### src/rtl/clk_period_meter_if.sv
// Measurement bus for clk_period_meter: enable and slow clock in, measured counts out.
// master drives en/sig_in and observes results; slave is the meter itself.
interface clk_period_meter_if #(
  parameter int WIDTH = 33
);
  logic             en;
  logic             sig_in;
  logic [WIDTH-1:0] period;
  logic [WIDTH-1:0] high_time;
  logic             valid;
  logic             stalled;

  modport master (
    output en,
    output sig_in,
    input  period,
    input  high_time,
    input  valid,
    input  stalled
  );

  modport slave (
    input  en,
    input  sig_in,
    output period,
    output high_time,
    output valid,
    output stalled
  );
endinterface

### src/rtl/clk_period_meter.sv
// Measures rise-to-rise period and high time of a slow square wave in clk_in cycles.
// Define CLK_PERIOD_METER_SYNC_EN to sample sig_in through a two-flop synchronizer.
module clk_period_meter #(
  parameter int WIDTH   = 33,
  parameter int TIMEOUT = 100000
) (
  input logic               clk_in,
  input logic               rst,
  clk_period_meter_if.slave bus
);

  localparam logic [WIDTH-1:0] TIMEOUT_CNT = WIDTH'(TIMEOUT);
  localparam logic [WIDTH-1:0] ONE         = WIDTH'(1);

  typedef enum logic {
    SEEK,
    MEASURE
  } state_t;

  state_t           state;
  state_t           state_next;
  logic             s;
  logic             s_d;
  logic             rise;
  logic [WIDTH-1:0] cnt;
  logic [WIDTH-1:0] cnt_next;
  logic [WIDTH-1:0] hcnt;
  logic [WIDTH-1:0] hcnt_next;
  logic [WIDTH-1:0] period_q;
  logic [WIDTH-1:0] period_next;
  logic [WIDTH-1:0] high_q;
  logic [WIDTH-1:0] high_next;
  logic             valid_q;
  logic             valid_next;
  logic             stalled_q;
  logic             stalled_next;

`ifdef CLK_PERIOD_METER_SYNC_EN
  logic m1;

  always_ff @(posedge clk_in or posedge rst) begin
    if (rst) begin
      m1 <= 1'b0;
      s  <= 1'b0;
    end else begin
      m1 <= bus.sig_in;
      s  <= m1;
    end
  end
`else
  // Only safe when sig_in is already generated in the clk_in domain
  always_ff @(posedge clk_in or posedge rst) begin
    if (rst) s <= 1'b0;
    else     s <= bus.sig_in;
  end
`endif

  always_ff @(posedge clk_in or posedge rst) begin
    if (rst) s_d <= 1'b0;
    else     s_d <= s;
  end

  assign rise = s & ~s_d;

  always_ff @(posedge clk_in or posedge rst) begin
    if (rst) state <= SEEK;
    else     state <= state_next;
  end

  // Priority: en low, then rise, then timeout; a rise on the timeout cycle still measures
  always_comb begin
    state_next   = state;
    cnt_next     = cnt;
    hcnt_next    = hcnt;
    period_next  = period_q;
    high_next    = high_q;
    valid_next   = 1'b0;
    stalled_next = stalled_q;
    if (!bus.en) begin
      state_next = SEEK;
      cnt_next   = '0;
      hcnt_next  = '0;
    end else begin
      case (state)
        SEEK: begin
          if (rise) begin
            state_next = MEASURE;
            cnt_next   = ONE;
            hcnt_next  = ONE;
          end
        end
        MEASURE: begin
          if (rise) begin
            period_next  = cnt;
            high_next    = hcnt;
            valid_next   = 1'b1;
            stalled_next = 1'b0;
            cnt_next     = ONE;
            hcnt_next    = ONE;
          end else if (cnt == TIMEOUT_CNT) begin
            stalled_next = 1'b1;
            state_next   = SEEK;
            cnt_next     = '0;
            hcnt_next    = '0;
          end else begin
            cnt_next = cnt + ONE;
            if (s) hcnt_next = hcnt + ONE;
          end
        end
        default: begin
          state_next = SEEK;
          cnt_next   = '0;
          hcnt_next  = '0;
        end
      endcase
    end
  end

  always_ff @(posedge clk_in or posedge rst) begin
    if (rst) begin
      cnt       <= '0;
      hcnt      <= '0;
      period_q  <= '0;
      high_q    <= '0;
      valid_q   <= 1'b0;
      stalled_q <= 1'b0;
    end else begin
      cnt       <= cnt_next;
      hcnt      <= hcnt_next;
      period_q  <= period_next;
      high_q    <= high_next;
      valid_q   <= valid_next;
      stalled_q <= stalled_next;
    end
  end

  assign bus.period    = period_q;
  assign bus.high_time = high_q;
  assign bus.valid     = valid_q;
  assign bus.stalled   = stalled_q;

endmodule

### src/flat_wrapper.sv
// flat-port wrapper written by rule: the top's interface ports become plain ports
module clk_period_meter_flat 
#(
  parameter int WIDTH   = 33,
  parameter int TIMEOUT = 100000
)
  (clk_in, rst, bus_en, bus_sig_in, bus_period, bus_high_time, bus_valid, bus_stalled);
  clk_period_meter_if #(.WIDTH(WIDTH)) bus_i ();
  input logic clk_in;
  input logic rst;
  input wire logic [$bits(bus_i.en)-1:0] bus_en;
  input wire logic [$bits(bus_i.sig_in)-1:0] bus_sig_in;
  output wire logic [$bits(bus_i.period)-1:0] bus_period;
  output wire logic [$bits(bus_i.high_time)-1:0] bus_high_time;
  output wire logic [$bits(bus_i.valid)-1:0] bus_valid;
  output wire logic [$bits(bus_i.stalled)-1:0] bus_stalled;
  assign bus_i.en = bus_en;
  assign bus_i.sig_in = bus_sig_in;
  assign bus_period = bus_i.period;
  assign bus_high_time = bus_i.high_time;
  assign bus_valid = bus_i.valid;
  assign bus_stalled = bus_i.stalled;
  clk_period_meter #(.WIDTH(WIDTH), .TIMEOUT(TIMEOUT)) u_core (.clk_in(clk_in), .rst(rst), .bus(bus_i));
endmodule
### config.mk
export PLATFORM = sky130hd
export DESIGN_NAME = clk_period_meter_flat
export DESIGN_NICKNAME = d
export VERILOG_FILES = /design/src/rtl/clk_period_meter_if.sv /design/src/rtl/clk_period_meter.sv /design/src/flat_wrapper.sv
export SDC_FILE = /design/constraint.sdc
export NUM_CORES = 1
export LEC_CHECK = 0
export ABC_AREA = 0
export BUFFER_PORTS_ARGS = -buffer_cell sky130_fd_sc_hd__buf_2
export CAP_MARGIN = 20
export CORE_AREA = 2 2 118 120
export DETAILED_ROUTE_END_ITERATION = 10
export DIE_AREA = 0 0 120 122
export PLACE_DENSITY = 0.75
export SYNTH_ARGS = -nofsm -noshare
export SYNTH_HDL_FRONTEND = slang
export SYNTH_SLANG_ARGS = --single-unit
### constraint.sdc
create_clock -name clk_in -period 12.2 [get_ports clk_in]
set_input_delay 0.61 -clock clk_in [delete_from_list [all_inputs] [get_ports clk_in]]
set_output_delay 0.61 -clock clk_in [all_outputs]
set_load 0.02 [all_outputs]
# ---- Yosys cells after proc, flatten, opt, wreduce, memory -nomap -nowiden
# Cells that the tools add are included.
dict set report classes {
  muxes 19
  n_reduce_logical 4
  add_sub_neg 2
  eq_ne 3
  bitwise_logic 3
}
# cell count
set op_table {}
lappend op_table {{$mux 33} 8}
lappend op_table {{$pmux 33 s2} 2}
lappend op_table {{$add 33x1->33 const B} 2}
lappend op_table {{$eq 33x17->1 const B} 1}
lappend op_table {{$mux 1} 8}
lappend op_table {{$reduce_and 3->1} 2}
lappend op_table {{$ne 5x5->1 const B} 1}
lappend op_table {{$ne 3x2->1 const B} 1}
lappend op_table {{$not 1->1} 2}
lappend op_table {{$pmux 1 s2} 1}
lappend op_table {{$reduce_and 2->1} 1}
lappend op_table {{$reduce_bool 2->1} 1}
lappend op_table {{$and 1x1->1} 1}
dict set report totals {
  ff_bits 137
  elab_cells 40
}

# ---- Logic depth before layout (Yosys ltp)
# Gate-level depths: netlist of run 1.
dict set report logic_depth {
  word_depth 6
  ltp_mapped 10
  ltp_nobuf 7
}

# ---- Least setup slack after synthesis of run 1
# No wires, ideal clock.
dict set report synth_path {
  path_type {register -> register}
  start {reg u_core.cnt[2]}
  end {reg u_core.hcnt[14]}
  path_stages_with_launch 9
  setup_slack_ns 9.701
  setup_time_ns 0.124
  t_arrival_ns 2.375
  path_buffers 3
  t_required_ns 12.076
  synth_period_minus_slack_ns 2.499
  path_cell_list {dfrtp_1 > buf_4 > or4b_4 > nor4_4 > a211oi_2 > or2_1 > buf_4 > buf_6 > a211o_1}
}
dict set report synth_between {
  elab_chain_cells 5
  elab_cells_between_ends 7
}
# element line
set synth_lines {}
lappend synth_lines {{start: declaration} clk_period_meter.sv:25} ;# logic [WIDTH-1:0] cnt;
lappend synth_lines {{start signal: assignment} clk_period_meter.sv:128} ;# cnt <= cnt_next;
lappend synth_lines {{$eq 33x17->1 *} clk_period_meter.sv:100} ;# end else if (cnt == TIMEOUT_CNT) begin
lappend synth_lines {{$mux 33} clk_period_meter.sv:100}
lappend synth_lines {{$mux 33} clk_period_meter.sv:93} ;# if (rise) begin
lappend synth_lines {{$pmux 33 s2} clk_period_meter.sv:84} ;# case (state)
lappend synth_lines {{$mux 33} clk_period_meter.sv:79} ;# if (!bus.en) begin
lappend synth_lines {{end signal: assignment} clk_period_meter.sv:129} ;# hcnt <= hcnt_next;
lappend synth_lines {{end: declaration} clk_period_meter.sv:27} ;# logic [WIDTH-1:0] hcnt;
# Every way passes the cells marked *; elsewhere a longest branch is shown, timed or not.
# A chain may end at the register's enable or synchronous reset.

# ---- Final worst setup path of run 1
dict set report layout_path {
  start {reg u_core.cnt[31]}
  end {reg u_core.hcnt[9]}
}
# Same word-level chain as after synthesis.

==> results of run 1 <==
-- Yosys cell counts (all sizes together), types with 2 or more instances --
cell type    n  share of area [%]
ha           3               0.57
and4        12                1.6
nor2        17               0.97
or2          5               0.48
nor4        15                1.8
a21o         5               0.57
and2         7               0.67
dfrtp      137                 52
nand3       26                2.0
and3        20                1.9
or4b         2               0.42
a21oi       25                1.9
o2bb2ai      2               0.27
or3          8               0.76
o211a        2               0.31
nand4       18                1.7
nor2b        2               0.19
a221o        3               0.46
or4          7               0.80
o211ai       5               0.57
o31ai        3               0.34
buf         10               0.92
xnor2        6               0.80
inv         23                1.3
a31oi       16                1.5
o22ai        4               0.38
nand2      213                 12
nor3        21                1.6
nand2b       4               0.38
o21ai       44                3.4
o21a         2               0.23
a211oi       7               0.88
clkbuf      32                1.8
mux2i        3               0.46
a211o       14                1.9
-- cells by family (layout without fill, tap and decap cells) --
family | Yosys count | after routing
and+or+nand+nor | 379 | 379
AOI/OAI and AO/OA | 141 | 141
DFF | 137 | 137
buffers and inverters | 66 | 132
xor gates and xnor gates | 7 | 7
adders and majority gates | 3 | 3
muxes | 3 | 3
-- cell usage in the layout, fill, tap and decap left out, drive strengths merged, types with 17 or more instances in the layout --
cell type / instances
a21oi: 25
nand2: 213
clkbuf: 22
inv: 23
nand4: 18
o21ai: 44
buf: 76
nor3: 21
dfrtp: 137
nand3: 26
and3: 20
nor2: 17
-- layer usage --
metal / global-route usage, % / wire length [µm] / vias to the layer above
met2: 37.0 / 7550 / 161
met4: 8.31 / 226 / 0
met1: 31.1 / 7060 / 2728
met3: 4.59 / 786 / 18
li1: - / - / 2703
met5: 0 / 0 / -
-- path summary, 6_finish.rpt --
check	start	end	slack, ns	depth (start not counted)
min in group clk_in	bus_sig_in	u_core.s	0.29	1
hold reg to reg	u_core.bus.period[27]	u_core.bus.period[27]	0.47	2
max in group asynchronous	rst	u_core.bus.high_time[24]	10.61	3
hold / removal	rst	u_core.bus.period[20]	0.26	2
setup / recovery	u_core.cnt[31]	u_core.hcnt[9]	9.18	5
setup reg to reg	u_core.cnt[31]	u_core.hcnt[9]	9.18	5
-- registers in the layout, indices dropped and copies added (netlist names) --
name	flops
u_core.bus.stalled	1
u_core.bus.high_time	33
u_core.s_d	1
u_core.hcnt	33
u_core.state	1
u_core.bus.period	33
u_core.s	1
u_core.bus.valid	1
u_core.cnt	33
-- worst register-to-register path, cell delays in order (launching register included) --
cell and delay, ns:
dfrtp_1 0.42, or4b_4 0.58, nor4_4 0.59, a211oi_2 0.33
or2_1 0.53, a221o_1 0.45
-- through the flow --
stage / std cells / instance area [µm²] / hold WS [ns] / power, µW / util, %
3_5_place_dp: 950 / 7020 / 0.457 / 524 / 52.0
3_3_place_gp: 950 / 7020 / 0.453 / 523 / 52.0
4_1_cts: 982 / 7540 / 0.273 / 978 / 55.8
5_1_grt: 982 / 7540 / 0.287 / 1010 / 55.8
6_report: 982 / 7540 / 0.261 / 971 / 55.8
2_1_floorplan: 736 / 6560 / 0.404 / 509 / -
-- power groups by stage --
stage / registers, µW / clock network [µW] / logic, µW
after floorplan: 476 / 0 / 32.7
after global placement: 473 / 0 / 50.7
after detailed placement: 473 / 0 / 51.1
after CTS: 465 / 462 / 51.2
after global routing: 466 / 484 / 57.3
final: 465 / 455 / 50.7
-- cell type report --
class	count	share of cell area, %
Clock buffer	22	6.16
Clock inverter	10	0.697
Inverter	24	1.26
Multi-Input combinational cell	533	38.2
Sequential cell	137	45.5
Tap cell	180	2.99
Timing Repair Buffer	76	5.21
==> load_flow_metrics.sql, run 1 <==
INSERT INTO impl_metrics (metric_group, metric, value, unit) VALUES
('worst_setup_path', 'critical_path.top_delay_family', 'simple AND/OR/NAND/NOR gates', ''),
('finish', 'area_growth_syn_to_layout', '14.9', '%'),
('finish', 'design.final.nets', '796', ''),
('floorplan', 'boundaryPins', '72', ''),
('yosys', 'average_footprint_of_a_synthesized_cell', '8.91', 'µm²'),
('yosys', 'ys_ff_latch', '137', ''),
('routing', 'drtPass1Iterations', '6', ''),
('worst_setup_path', 'crit_buf_inv', '0', ''),
('timing', 'final.setup.tns', '0', 'ns'),
('yosys', 'synthMuxAreaShare', '0.458', '%'),
('timing', 'unrepaired_setup_endpoints_after_global_routing', 'false', ''),
('cts', 'cts-htree-levels', '4', ''),
('yosys', 'synth_enable_flop_cells', '0', ''),
('cts', 'cts-buffers-inserted', '17', ''),
('global_routing', 'global_route.overflow_total', '0', ''),
('place', 'place.port_buffers', '71', ''),
('cts', 'max-clock-path-buffers', '2', ''),
('power', 'pwr-share-seq', '47.9', '%'),
('floorplan', 'floorplan.initialDensity', '48.6', '%'),
('global_routing', 'via_count_of_the_first_global_routing_pass', '5312', ''),
('timing', 'max_freq', '0.331', 'GHz'),
('power', 'p_int', '738', 'µW'),
('power', 'relative_contribution_of_the_clock_network_to_total_power', '46.9', '%'),
('run_status', 'run_status', 'completed', ''),
('worst_hold_path', 'hold_class', 'primary input to asynchronous set/reset pin', ''),
('global_routing', 'all_layer_global_routing_usage', '23.0', '%'),
('timing', 'period_share', '24.7', '%'),
('yosys', 'synthSimpleGateAreaFrac', '27.8', '%'),
('cts', 'ctsRootBufferMaster', 'clkbuf_16', ''),
('yosys', 'yosys.cell_types.count', '55', ''),
('yosys', 'synth_xor_xnor_area_share', '0.935', '%'),
('timing', 'fin_ws', '9.18', 'ns'),
('yosys', 'net_count_after_synthesis', '743', ''),
('power', 'netSwitchingFraction', '24.0', '%'),
('worst_setup_path', 'worst_ep_arrival_time', '3.32', 'ns'),
('worst_setup_path', 'crit_type', 'flop to flop', ''),
('cts', 'clkSinkCount', '137', ''),
('power', 'cellLeakagePower', '0.00377', 'µW'),
('floorplan', 'die_area', '14600', 'µm²'),
('yosys', 'asyncSetResetFlopFracSynth', '100', '%'),
('yosys', 'netlist_area', '6560', 'µm²'),
('timing', 'final-hold-violation-count', '0', ''),
('place', 'globalplace.congestion', '0.850', ''),
('cts', 'post_cts.repair.setup_buffers', '0', ''),
('timing', 'period_minus_slack', '3.02', 'ns'),
('routing', 'wl', '15600', 'µm'),
('yosys', 'synth_instances', '736', ''),
('timing', 'tightest_slew', '1.09', 'ns'),
('place', 'place.detailed.hpwl', '10200', 'µm'),
('finish', 'diodes', '0', ''),
('floorplan', 'core.rowCount', '43', ''),
('floorplan', 'die_w', '120', 'µm'),
('place', 'pre_cts_ws', '9.21', 'ns'),
('worst_setup_path', 'critPathMaxFanout', '16', ''),
('cts', 'insertion_delay', '0.43', 'ns'),
('routing', 'antenna_viol_nets_final', '0', ''),
('routing', 'detail_route.drc_violations', '0', ''),
('routing', 'vias', '5610', ''),
('worst_setup_path', 'worst_ep_required', '12.50', 'ns'),
('finish', 'multi_input_comb_area', '2880', 'µm²'),
('finish', 'fill_cells', '1269', ''),
('power', 'power.ir.vdd_worst', '102', 'µV'),
('worst_setup_path', 'timing.critical_path.cells', 'or4b_4 > nor4_4 > a211oi_2 > or2_1 > a221o_1', ''),
('yosys', 'area_share_of_fa_ha_maj_cells_after_synthesis', '0.572', '%'),
('yosys', 'synth-main-ff-cell', 'dfrtp_1', ''),
('worst_setup_path', 'critical_path_source_type', 'flop', ''),
('power', 'cellPowerDensity', '129', 'nW/µm²'),
('global_routing', 'wire_length_of_the_first_global_routing_pass', '26800', 'µm'),
('routing', 'wl_per_cell', '15.9', 'µm'),
('timing', 'timing.slew.headroom', '27.1', '%'),
('global_routing', 'antenna_found_initial', '0', '');
No activity file was read; power rests on OpenSTA's default activity.
==> run 2, diff against run 1 <==
clock period = 2.9 ns   (was 12.2 ns; I/O delays follow)
==> run 2 against run 1 <==
- die area unchanged
- register-to-register slack worse by 8.9 ns
- non-clock buffer count up 14
- sequential cell count unchanged
- maximum frequency up 16%
- largest cell class unchanged
==> load_flow_metrics.sql, run 2 (synthesis gave the netlist of run 1 again) <==
INSERT INTO impl_metrics (metric_group, metric, value, unit) VALUES
('finish', 'diodes', '0', ''),
('place', 'globalplace.congestion', '0.860', ''),
('floorplan', 'core.rowCount', '43', ''),
('routing', 'antenna_viol_nets_final', '0', ''),
('timing', 'timing.slew.headroom', '35.5', '%'),
('cts', 'cts-buffers-inserted', '17', ''),
('cts', 'clkSinkCount', '137', ''),
('power', 'cellLeakagePower', '0.00386', 'µW'),
('finish', 'fin_util', '57.3', '%'),
('routing', 'drtPass1Iterations', '5', ''),
('place', 'place.detailed.hpwl', '10200', 'µm'),
('worst_setup_path', 'worst_ep_arrival_time', '2.92', 'ns'),
('place', 'post-place-cells', '962', ''),
('place', 'pre_cts_ws', '0.269', 'ns'),
('worst_setup_path', 'crit_buf_inv', '1', ''),
('worst_hold_path', 'hold_class', 'primary input to flop', ''),
('finish', 'stdcell_count', '995', ''),
('cts', 'tritoncts', 'built', ''),
('timing', 'maxSlewViolCount', '0', ''),
('worst_setup_path', 'timing.critical_path.to_type', 'flop', ''),
('global_routing', 'global_route.usage.met1', '29.9', '%'),
('timing', 'tightest_slew', '0.962', 'ns'),
('timing', 'timing.final.setup_violations', '0', ''),
('global_routing', 'global_route.overflow_total', '0', ''),
('finish', 'layout_commonest_cell', 'nand2_1', ''),
('run', 'cap_violations', '0', ''),
('global_routing', 'wire_length_of_the_first_global_routing_pass', '26300', 'µm'),
('worst_setup_path', 'worst_ep_required', '3.21', 'ns'),
('cts', 'insertion_delay', '0.43', 'ns'),
('worst_setup_path', 'reg2regPathDepth', '7', ''),
('routing', 'detail_route.drc_violations', '0', ''),
('routing', 'drt_iter0_markers', '471', ''),
('timing', 'fin_ws', '0.289', 'ns'),
('cts', 'ctsRootBufferMaster', 'clkbuf_16', ''),
('timing', 'final.setup.tns', '0', 'ns'),
('worst_setup_path', 'critPathMaxFanout', '16', ''),
('worst_setup_path', 'critical_path_source_type', 'flop', ''),
('global_routing', 'gr-max-usage-layer', 'met2', ''),
('cts', 'post_cts.repair.setup_buffers', '0', ''),
('finish', 'area_growth_syn_to_layout', '18.0', '%'),
('global_routing', 'via_count_of_the_first_global_routing_pass', '5420', ''),
('finish', 'fill_cells', '1177', ''),
('routing', 'wl', '15400', 'µm'),
('finish', 'design.final.nets', '810', ''),
('cts', 'worst_setup_hold_path_clk_slew', '0.06', 'ns'),
('timing', 'period_minus_slack', '2.61', 'ns'),
('floorplan', 'floorplan.initialDensity', '48.6', '%'),
('timing', 'finClkSkew', '0.00729', 'ns'),
('floorplan', 'boundaryPins', '72', ''),
('routing', 'wl_per_cell', '15.5', 'µm'),
('finish', 'multi_input_comb_area', '2880', 'µm²'),
('timing', 'unrepaired_setup_endpoints_after_global_routing', 'false', ''),
('timing', 'period_share', '90.1', '%'),
('timing', 'max_freq', '0.383', 'GHz'),
('finish', 'layout-drive-gt1-share', '16.1', '%'),
('global_routing', 'all_layer_global_routing_usage', '22.6', '%'),
('worst_setup_path', 'timing.critical_path.slowest_stage_cell', 'and4_1', ''),
('global_routing', 'grt_util_met3', '5.01', '%'),
('timing', 'final-hold-violation-count', '0', ''),
('global_routing', 'antenna_found_initial', '0', ''),
('run_status', 'run_status', 'completed', ''),
('power', 'cellPowerDensity', '555', 'nW/µm²'),
('global_routing', 'met2_usage', '36.5', '%'),
('worst_setup_path', 'critical_path.top_delay_family', 'simple AND/OR/NAND/NOR gates', ''),
('worst_setup_path', 'worstSetupPathDepth', '7', ''),
('cts', 'cts-htree-levels', '4', ''),
('global_routing', 'maximum_number_of_pins_on_one_net_before_global_route_repair', '84', ''),
('floorplan', 'die_w', '120', 'µm'),
('floorplan', 'die_area', '14600', 'µm²'),
('routing', 'vias_per_cell', '5.62', ''),
('routing', 'vias', '5589', ''),
('worst_setup_path', 'timing.critical_path.cells', 'inv_1 > ha_1 > nor4b_1 > and4_1 > a211oi_2 > or2_1 > a221o_1', ''),
('worst_hold_path', 'min_delay_path_depth', '3', ''),
('finish', 'top_library_cells_by_usage_in_the_layout_fill_and_taps_aside', 'nand2_1, dfrtp_1, buf_2', ''),
('worst_setup_path', 'crit_type', 'flop to flop', ''),
('cts', 'max-clock-path-buffers', '2', ''),
('place', 'place.port_buffers', '71', ''),
('floorplan', 'core_area', '13500', 'µm²'),
('floorplan', 'die_y', '122', 'µm'),
('finish', 'layout.area.seq', '3430', 'µm²'),
('worst_setup_path', 'cp_slowest_stage_delay', '0.51', 'ns'),
('power', 'power.ir.vdd_worst', '393', 'µV');
run 2: path summary, 6_finish.rpt:
check                                        start                        to  slack, ns
max                                  u_core.cnt[0]            u_core.hcnt[6]       0.29
min                                         bus_en            u_core.hcnt[0]        0.1
max reg2reg                          u_core.cnt[0]            u_core.hcnt[6]       0.29
min reg2reg                u_core.bus.high_time[3]   u_core.bus.high_time[3]       0.47
max in group asynchronous                      rst  u_core.bus.high_time[22]       1.70
min in group asynchronous                      rst     u_core.bus.period[21]       0.42
run 2: routing by layer:
layer,routed length (µm),up-vias
li1,-,2729
met1,7050,2691
met2,7410,146
met3,666,23
met4,249,0
met5,0,-
run 2: cell type report:
type	count	area share [%]
sequential	137	44.3
timing repair buffer	90	6.98
multi-input combinational	533	37.2
clock buffer	23	6.17
clock inverter	8	1.23
inverter	24	1.21
tap	180	2.91
run 2: power breakdown:
group	internal (µW)	switching [µW]	total, µW
Combinational	61.0	167	228
Clock	1320	790	2110
Sequential	1940	20.1	1960
run 2: stage by stage:
stage,hold WS (ns),power [µW],instance area (µm²)
floorplan,0.176,2140,6560
global route,0.109,4440,7740
global placement,0.256,2210,7150
CTS,0.0755,4330,7740
finish,0.0952,4290,7740
detailed placement,0.261,2220,7150
run 2: what timing repair did:
item / 4_1_cts / 5_1_grt
gates resized for setup: 0 / 0
endpoints found under the hold margin: 35 / 0
hold buffers: 2 / 0
run 2: worst register-to-register path, delay by kind of cell, from the launching register on:
family,cells,cell delay (ns)
buf+inv,1,0.12
flops,1,0.40
simple gates,3,1.23
fa+ha+maj,1,0.16
compound gates,2,0.58
